==> src/rtl/ksk_mgr_common_pkg.sv <==
// Shared KSK manager definitions: width formulas and FSM encoding.
// Each block recomputes its widths from its own parameters with these helpers.
package ksk_mgr_common;

    localparam int DFLT_SLOT_NB    = 4;
    localparam int DFLT_SLOT_DEPTH = 32;
    localparam int DFLT_CUT_NB     = 2;
    localparam int DFLT_PASS_W     = 4;

    function automatic int calc_w(input int v);
        return (v <= 2) ? 1 : $clog2(v);
    endfunction

    function automatic int calc_slot_w(input int slot_nb);
        return calc_w(slot_nb);
    endfunction

    function automatic int calc_slot_add_w(input int slot_depth);
        return calc_w(slot_depth);
    endfunction

    function automatic int calc_ram_add_w(input int slot_nb,
                                          input int slot_depth);
        return calc_w(slot_nb * slot_depth);
    endfunction

    // node_cmd_t = {buf_in_avail, buf_shift, ram_rd_addD, ram_rd_enD}
    function automatic int calc_node_cmd_w(input int ram_add_w);
        return ram_add_w + 3;
    endfunction

    typedef enum logic [1:0] {
        ST_IDLE    = 2'd0,
        ST_RUN     = 2'd1,
        ST_RELEASE = 2'd2
    } rd_state_e;

endpackage

==> src/rtl/ksk_mgr_cmd_skew.sv <==
// Systolic skew of the node command: cut k sees cut 0 delayed by k cycles.
// Cut 0 passes straight through; each further cut adds one register.
module ksk_mgr_cmd_skew #(
    parameter int  KSK_CUT_NB = 2,
    parameter type node_cmd_t = logic [7:0]
) (
    input  logic      clk,
    input  logic      s_rst_n,
    input  node_cmd_t cmd_in,
    output node_cmd_t cmd_out [KSK_CUT_NB]
);

    assign cmd_out[0] = cmd_in;

    for (genvar k = 1; k < KSK_CUT_NB; k++) begin : g_stage
        node_cmd_t stage_q;

        always_ff @(posedge clk or negedge s_rst_n) begin
            if (!s_rst_n) begin
                stage_q <= '0;
            end else begin
                stage_q <= cmd_out[k-1];
            end
        end

        assign cmd_out[k] = stage_q;
    end

endmodule

==> src/rtl/ksk_mgr_rd_cmd_gen.sv <==
// KSK RAM read command generator: walks a filled slot line by line for
// the requested number of passes, then releases the slot.
module ksk_mgr_rd_cmd_gen
    import ksk_mgr_common::*;
#(
    parameter int  KSK_SLOT_NB    = DFLT_SLOT_NB,
    parameter int  KSK_SLOT_DEPTH = DFLT_SLOT_DEPTH,
    parameter int  KSK_CUT_NB     = DFLT_CUT_NB,
    parameter int  PASS_W         = DFLT_PASS_W,
    localparam int KSK_SLOT_W     = calc_slot_w(KSK_SLOT_NB),
    localparam int KSK_SLOT_ADD_W = calc_slot_add_w(KSK_SLOT_DEPTH),
    localparam int KSK_RAM_ADD_W  = calc_ram_add_w(KSK_SLOT_NB, KSK_SLOT_DEPTH),
    localparam int NODE_CMD_W     = calc_node_cmd_w(KSK_RAM_ADD_W)
) (
    input  logic                           clk,
    input  logic                           s_rst_n,
    input  logic                           fill_done_vld,
    input  logic [KSK_SLOT_W-1:0]          fill_done_id,
    input  logic                           rd_req_vld,
    output logic                           rd_req_rdy,
    input  logic [KSK_SLOT_W-1:0]          rd_req_slot,
    input  logic [PASS_W-1:0]              rd_req_pass,
    input  logic                           buf_avail,
    output logic [KSK_CUT_NB*NODE_CMD_W-1:0] node_cmd,
    output logic                           slot_free_vld,
    output logic [KSK_SLOT_W-1:0]          slot_free_id,
    output logic [KSK_SLOT_NB-1:0]         slot_full,
    output logic                           err_refill
);

    typedef struct packed {
        logic                     buf_in_avail;
        logic                     buf_shift;
        logic [KSK_RAM_ADD_W-1:0] ram_rd_addD;
        logic                     ram_rd_enD;
    } node_cmd_t;

    localparam int SLOT_SPAN = 1 << KSK_SLOT_W;

    localparam logic [KSK_SLOT_ADD_W-1:0] LINE_ONE  = 1;
    localparam logic [KSK_SLOT_ADD_W-1:0] LINE_LAST =
        KSK_SLOT_ADD_W'(KSK_SLOT_DEPTH - 1);
    localparam logic [PASS_W:0]           PASS_ONE  = 1;
    localparam logic [KSK_SLOT_W:0]       SLOT_LIM  =
        (KSK_SLOT_W + 1)'(KSK_SLOT_NB);
    localparam logic [KSK_RAM_ADD_W-1:0]  DEPTH_A   =
        KSK_RAM_ADD_W'(KSK_SLOT_DEPTH);

    rd_state_e                 state_q;
    logic [KSK_SLOT_W-1:0]     slot_q;
    logic [PASS_W:0]           pass_nb_q;
    logic [PASS_W:0]           pass_q;
    logic [KSK_SLOT_ADD_W-1:0] line_q;
    logic [KSK_RAM_ADD_W-1:0]  base_q;
    logic                      free_q;

    logic [SLOT_SPAN-1:0]      full_q;
    logic [SLOT_SPAN-1:0]      full_d;
    logic                      err_q;
    logic                      err_d;

    logic                      en_q;
    logic [KSK_RAM_ADD_W-1:0]  add_q;
    logic                      shift_q;
    logic                      avail_q;

    logic                      issue;
    logic                      last_line;
    logic                      last_pass;
    logic [KSK_RAM_ADD_W-1:0]  rd_addr;
    logic                      fill_ok;
    logic                      rel_same;

    node_cmd_t                 cmd0;
    node_cmd_t                 cut_cmd [KSK_CUT_NB];

    assign issue     = (state_q == ST_RUN) && buf_avail;
    assign last_line = (line_q == LINE_LAST);
    assign last_pass = ((pass_q + PASS_ONE) == pass_nb_q);
    assign rd_addr   = base_q + KSK_RAM_ADD_W'(line_q);

    assign rd_req_rdy = (state_q == ST_IDLE) && full_q[rd_req_slot];

    always_ff @(posedge clk or negedge s_rst_n) begin
        if (!s_rst_n) begin
            state_q   <= ST_IDLE;
            slot_q    <= '0;
            pass_nb_q <= '0;
            pass_q    <= '0;
            line_q    <= '0;
            base_q    <= '0;
            free_q    <= 1'b0;
        end else begin
            free_q <= 1'b0;
            unique case (state_q)
                ST_IDLE: begin
                    if (rd_req_vld && rd_req_rdy) begin
                        slot_q    <= rd_req_slot;
                        pass_nb_q <= {1'b0, rd_req_pass} + PASS_ONE;
                        pass_q    <= '0;
                        line_q    <= '0;
                        base_q    <= KSK_RAM_ADD_W'(rd_req_slot) * DEPTH_A;
                        state_q   <= ST_RUN;
                    end
                end
                ST_RUN: begin
                    if (issue) begin
                        if (last_line) begin
                            line_q <= '0;
                            pass_q <= pass_q + PASS_ONE;
                            if (last_pass) begin
                                state_q <= ST_RELEASE;
                                free_q  <= 1'b1;
                            end
                        end else begin
                            line_q <= line_q + LINE_ONE;
                        end
                    end
                end
                ST_RELEASE: begin
                    state_q <= ST_IDLE;
                end
                default: begin
                    state_q <= ST_IDLE;
                end
            endcase
        end
    end

    assign slot_free_vld = free_q;
    assign slot_free_id  = slot_q;

    // A refill landing on the slot being released wins over the release.
    assign fill_ok  = fill_done_vld && ({1'b0, fill_done_id} < SLOT_LIM);
    assign rel_same = (state_q == ST_RELEASE) && fill_ok &&
                      (fill_done_id == slot_q);

    always_comb begin
        full_d = full_q;
        err_d  = 1'b0;
        if ((state_q == ST_RELEASE) && !rel_same) begin
            full_d[slot_q] = 1'b0;
        end
        if (fill_ok) begin
            if (!full_q[fill_done_id]) begin
                full_d[fill_done_id] = 1'b1;
            end else if (!rel_same) begin
                err_d = 1'b1;
            end
        end
    end

    always_ff @(posedge clk or negedge s_rst_n) begin
        if (!s_rst_n) begin
            full_q <= '0;
            err_q  <= 1'b0;
        end else begin
            full_q <= full_d;
            err_q  <= err_d;
        end
    end

    assign slot_full  = full_q[KSK_SLOT_NB-1:0];
    assign err_refill = err_q;

    always_ff @(posedge clk or negedge s_rst_n) begin
        if (!s_rst_n) begin
            en_q    <= 1'b0;
            add_q   <= '0;
            shift_q <= 1'b0;
            avail_q <= 1'b0;
        end else begin
            en_q    <= issue;
            add_q   <= issue ? rd_addr : '0;
            shift_q <= issue;
            avail_q <= en_q;
        end
    end

    assign cmd0 = '{
        buf_in_avail: avail_q,
        buf_shift:    shift_q,
        ram_rd_addD:  add_q,
        ram_rd_enD:   en_q
    };

    ksk_mgr_cmd_skew #(
        .KSK_CUT_NB (KSK_CUT_NB),
        .node_cmd_t (node_cmd_t)
    ) u_skew (
        .clk     (clk),
        .s_rst_n (s_rst_n),
        .cmd_in  (cmd0),
        .cmd_out (cut_cmd)
    );

    for (genvar k = 0; k < KSK_CUT_NB; k++) begin : g_cut
        assign node_cmd[k*NODE_CMD_W +: NODE_CMD_W] = cut_cmd[k];
    end

endmodule

==> config.mk <==
export PLATFORM = sky130hd
export DESIGN_NAME = ksk_mgr_rd_cmd_gen
export DESIGN_NICKNAME = d
export VERILOG_FILES = /design/src/rtl/ksk_mgr_common_pkg.sv /design/src/rtl/ksk_mgr_cmd_skew.sv /design/src/rtl/ksk_mgr_rd_cmd_gen.sv
export SDC_FILE = /design/constraint.sdc
export NUM_CORES = 1
export LEC_CHECK = 0
export ABC_AREA = 0
export CORE_UTILIZATION = 47
export CTS_BUF_LIST = sky130_fd_sc_hd__clkbuf_2
export DETAILED_ROUTE_END_ITERATION = 7
export PLACE_DENSITY = 0.77
export REMOVE_ABC_BUFFERS = 1
export SLEW_MARGIN = 20
export SYNTH_ARGS = -nofsm -noshare
export SYNTH_HDL_FRONTEND = slang
export SYNTH_HIERARCHICAL = 1
export SYNTH_SLANG_ARGS = --single-unit
==> constraint.sdc <==
create_clock -name clk -period 2 [get_ports clk]
set_input_delay 0.2 -clock clk [delete_from_list [all_inputs] [get_ports clk]]
set_output_delay 0.2 -clock clk [all_outputs]
set_load 0.005 [all_outputs]
==> impl_metrics.ini <==
[floorplan]
ioPinCount = 42
die_y_um = 67.49
die-width_um = 67.49
start_util_pct = 49.68
placementRows = 23
placeableCoreArea_um2 = 4058
dieArea_um2 = 4555

[clocking]
clkSinkCount = 44
cts_tree = yes
htreeDepth = 2
root_buffer = clkbuf_2
clk_pin_slew_worst_paths_ps = 220
cts_max_path_buffers = 2
cts_made_buffers = 5
clock_latency_ps = 410

[timing]
layout_setup_ws_ps = 128.7
relSlewSlack_pct = 64.13
setup_violations = 0
finalHoldViolations = 0
fin_crit_ps = 1871
tightestPinTransition_ps = 538.1
drv_slew = 0
rsz0062_at_grt = no
fin_hold_ws_ps = 371.8
clock-skew-final_ps = 26.10
fin_crit_sh_pct = 93.56
fmaxAchievable_mhz = 534.4
final.setup.tns_ps = 0

[setup_path]
worst-r2r-setup-slack_ps = 130
setup.worst_path.class = reg2reg
arrival_ps = 2200
r2r_cells = 6
r2r-start = line_q[1]
critPathMaxStageDelay_ps = 530
worst_path_most_repeated_cell = ha_1
cpMaxStageDelayCell = or4_4
path_cells = ha_1 > and3_1 > ha_1 > nand3_1 > or4_4 > o21a_1
end_kind = flop
critPathLaunchType = flop
crit_required_ps = 2330
r2r_end = state_q[0]
cp_max_fo = 3

[global_route]
grt_max_degree = 45
first_global_vias = 1325
grt_use_total_pct = 18.23
grt_overflow = 0
grt_pass1_wl_um = 5989
antenna_found_initial = 0

[detailed_routing]
vias = 1470
drc = 0
wirelength_um = 3598
ant_nets = 0
drt_iter0_drc = 95
wire_per_inst_um = 12.71
drt-vias-per-instance = 5.194
drtPass1Iterations = 4

[yosys]
ys_warn_count = 6
syn_area_per_cell_um2 = 11.08
synth_top_area_cell = dfrtp_1
synth_cells = 182
synth_ff_type = dfrtp_1
netlist.area_leader.share_pct = 54.62
synthTopCellsByArea = dfrtp_1, buf_4, xnor2_1
synth.cell_area_um2 = 2016
synth_edf_count = 0
ys_seq_area_share_pct = 54.62
synth.distinct_cells = 40
ys_async_sr_fraction_pct = 100.0
synth-seq-cells = 44

[layout]
antenna_cells = 0
mostFrequentLayoutCell = dfrtp_1
multi_input_area_um2 = 760.7
nets = 250
final_cells = 283
final_layout_size_suffix_gt1_share_pct = 14.16
most-common-layout-cells = dfrtp_1, clkdlybuf4s50_1, buf_4, nand2_1, inv_1
fillers = 331
regArea_um2 = 1101
syn_to_final_growth_pct = 26.51

[worst_hold_path]
hold_path.class = in2async

[power_and_ir_drop]
p_leak_nw = 1.180
power.total_w = 0.002033
max-vdd-ir-drop_mv = 0.3471
power_density_nw_per_um2 = 797.4

[place]
dp.cells = 273
dp_slack_ps = -71.07
io_buffers = 41
dpl.hpwl_um = 2673
gp_congestion = 0.8010

[outcome]
outcome = complete, no violations

[job]
max-cap-violations = 0
[cells in the mapped netlist, types with 3 or more instances]
cell type	number
a31oi_1	4
and3_1	7
buf_4	11
clkbuf_1	3
dfrtp_1	44
ha_1	4
inv_1	11
mux2_1	5
mux2i_1	4
nand2_1	14
nand3_1	8
nand4_1	3
nor2_1	8
nor2b_1	3
nor3_1	3
o21ai_0	5
o21ai_1	6
xnor2_1	8
xor2_1	4
[through the flow]
step / util [%] / area, um2
2_1_floorplan: - / 1911
6_report: 62.84 / 2550
3_3_place_gp: 61.39 / 2491
5_1_grt: 62.84 / 2550
3_5_place_dp: 61.39 / 2491
4_1_cts: 62.84 / 2550
[per-layer routing]
layer	vias to the layer above	GRT usage, %	routed length, um
li1	724	-	-
met1	697	25.14	1720
met2	43	27.23	1661
met3	6	5.405	168
met4	0	6.117	47
met5	-	0	0
[worst max-delay path, delay by kind of cell, from the launching register on]
kind | cells | cell delay, ps
simple gates | 3 | 790
flops | 1 | 400
compound gates | 1 | 210
fa+ha+maj | 2 | 400
[power by group]
| group | total, W | leakage, nW | switching (W) | internal (W) |
|---|---|---|---|---|
| Combinational | 0.000553 | 0.619 | 0.000226 | 0.000327 |
| Sequential | 0.00113 | 0.532 | 0.0000969 | 0.00103 |
| Clock | 0.000350 | 0.0288 | 0.000267 | 0.0000834 |
| Total | 0.00203 | 1.18 | 0.000590 | 0.00144 |
[cell type report]
class	instances	area share, %
Sequential cell	44	43.18
Inverter	13	1.914
Multi-Input combinational cell	110	29.83
Clock buffer	6	1.178
Timing Repair Buffer	59	21.25
Tap cell	50	2.453
Clock inverter	1	0.1963
[worst max-delay path by stage]
stage                   startpoint    endpoint  slack [ps]  cells past startpoint
CTS                      line_q[0]  state_q[0]         110                      6
floorplan                line_q[0]  state_q[0]         160                      6
global route          slot_full[0]  rd_req_rdy          30                      4
global placement    rd_req_slot[1]  rd_req_rdy         -50                      5
finish                   line_q[1]  state_q[0]         130                      6
detailed placement  rd_req_slot[1]  rd_req_rdy         -70                      5
[registers in the layout (all words and copies together), names as in the netlist, 2 cells and up]
register,count
slot_full,4
pass_nb_q,5
add_q,7
line_q,5
slot_free_id,2
pass_q,5
u_skew/cmd_out,10
state_q,2
[cells by family (layout without fill, tap and decap cells)]
logic type               Yosys count  in the layout  synth area share, %
adder cells (fa/ha/maj)            4              4                2.483
flip-flops                        44             44                54.62
AO/OA/AOI/OAI                     27             27                8.690
XOR/XNOR                          12             12                5.214
AND/OR/NAND/NOR                   56             56                14.90
buffers and inverters             28             79                7.635
multiplexers                      11             11                6.455
[what timing repair did]
item	4_1_cts	5_1_grt
resized for setup	1	0
hold endpoints to repair	44	0
endpoints found under the setup margin	1	0
setup buffers	2	0
hold buffers	1	0
No activity file was read; power rests on OpenSTA's default activity.
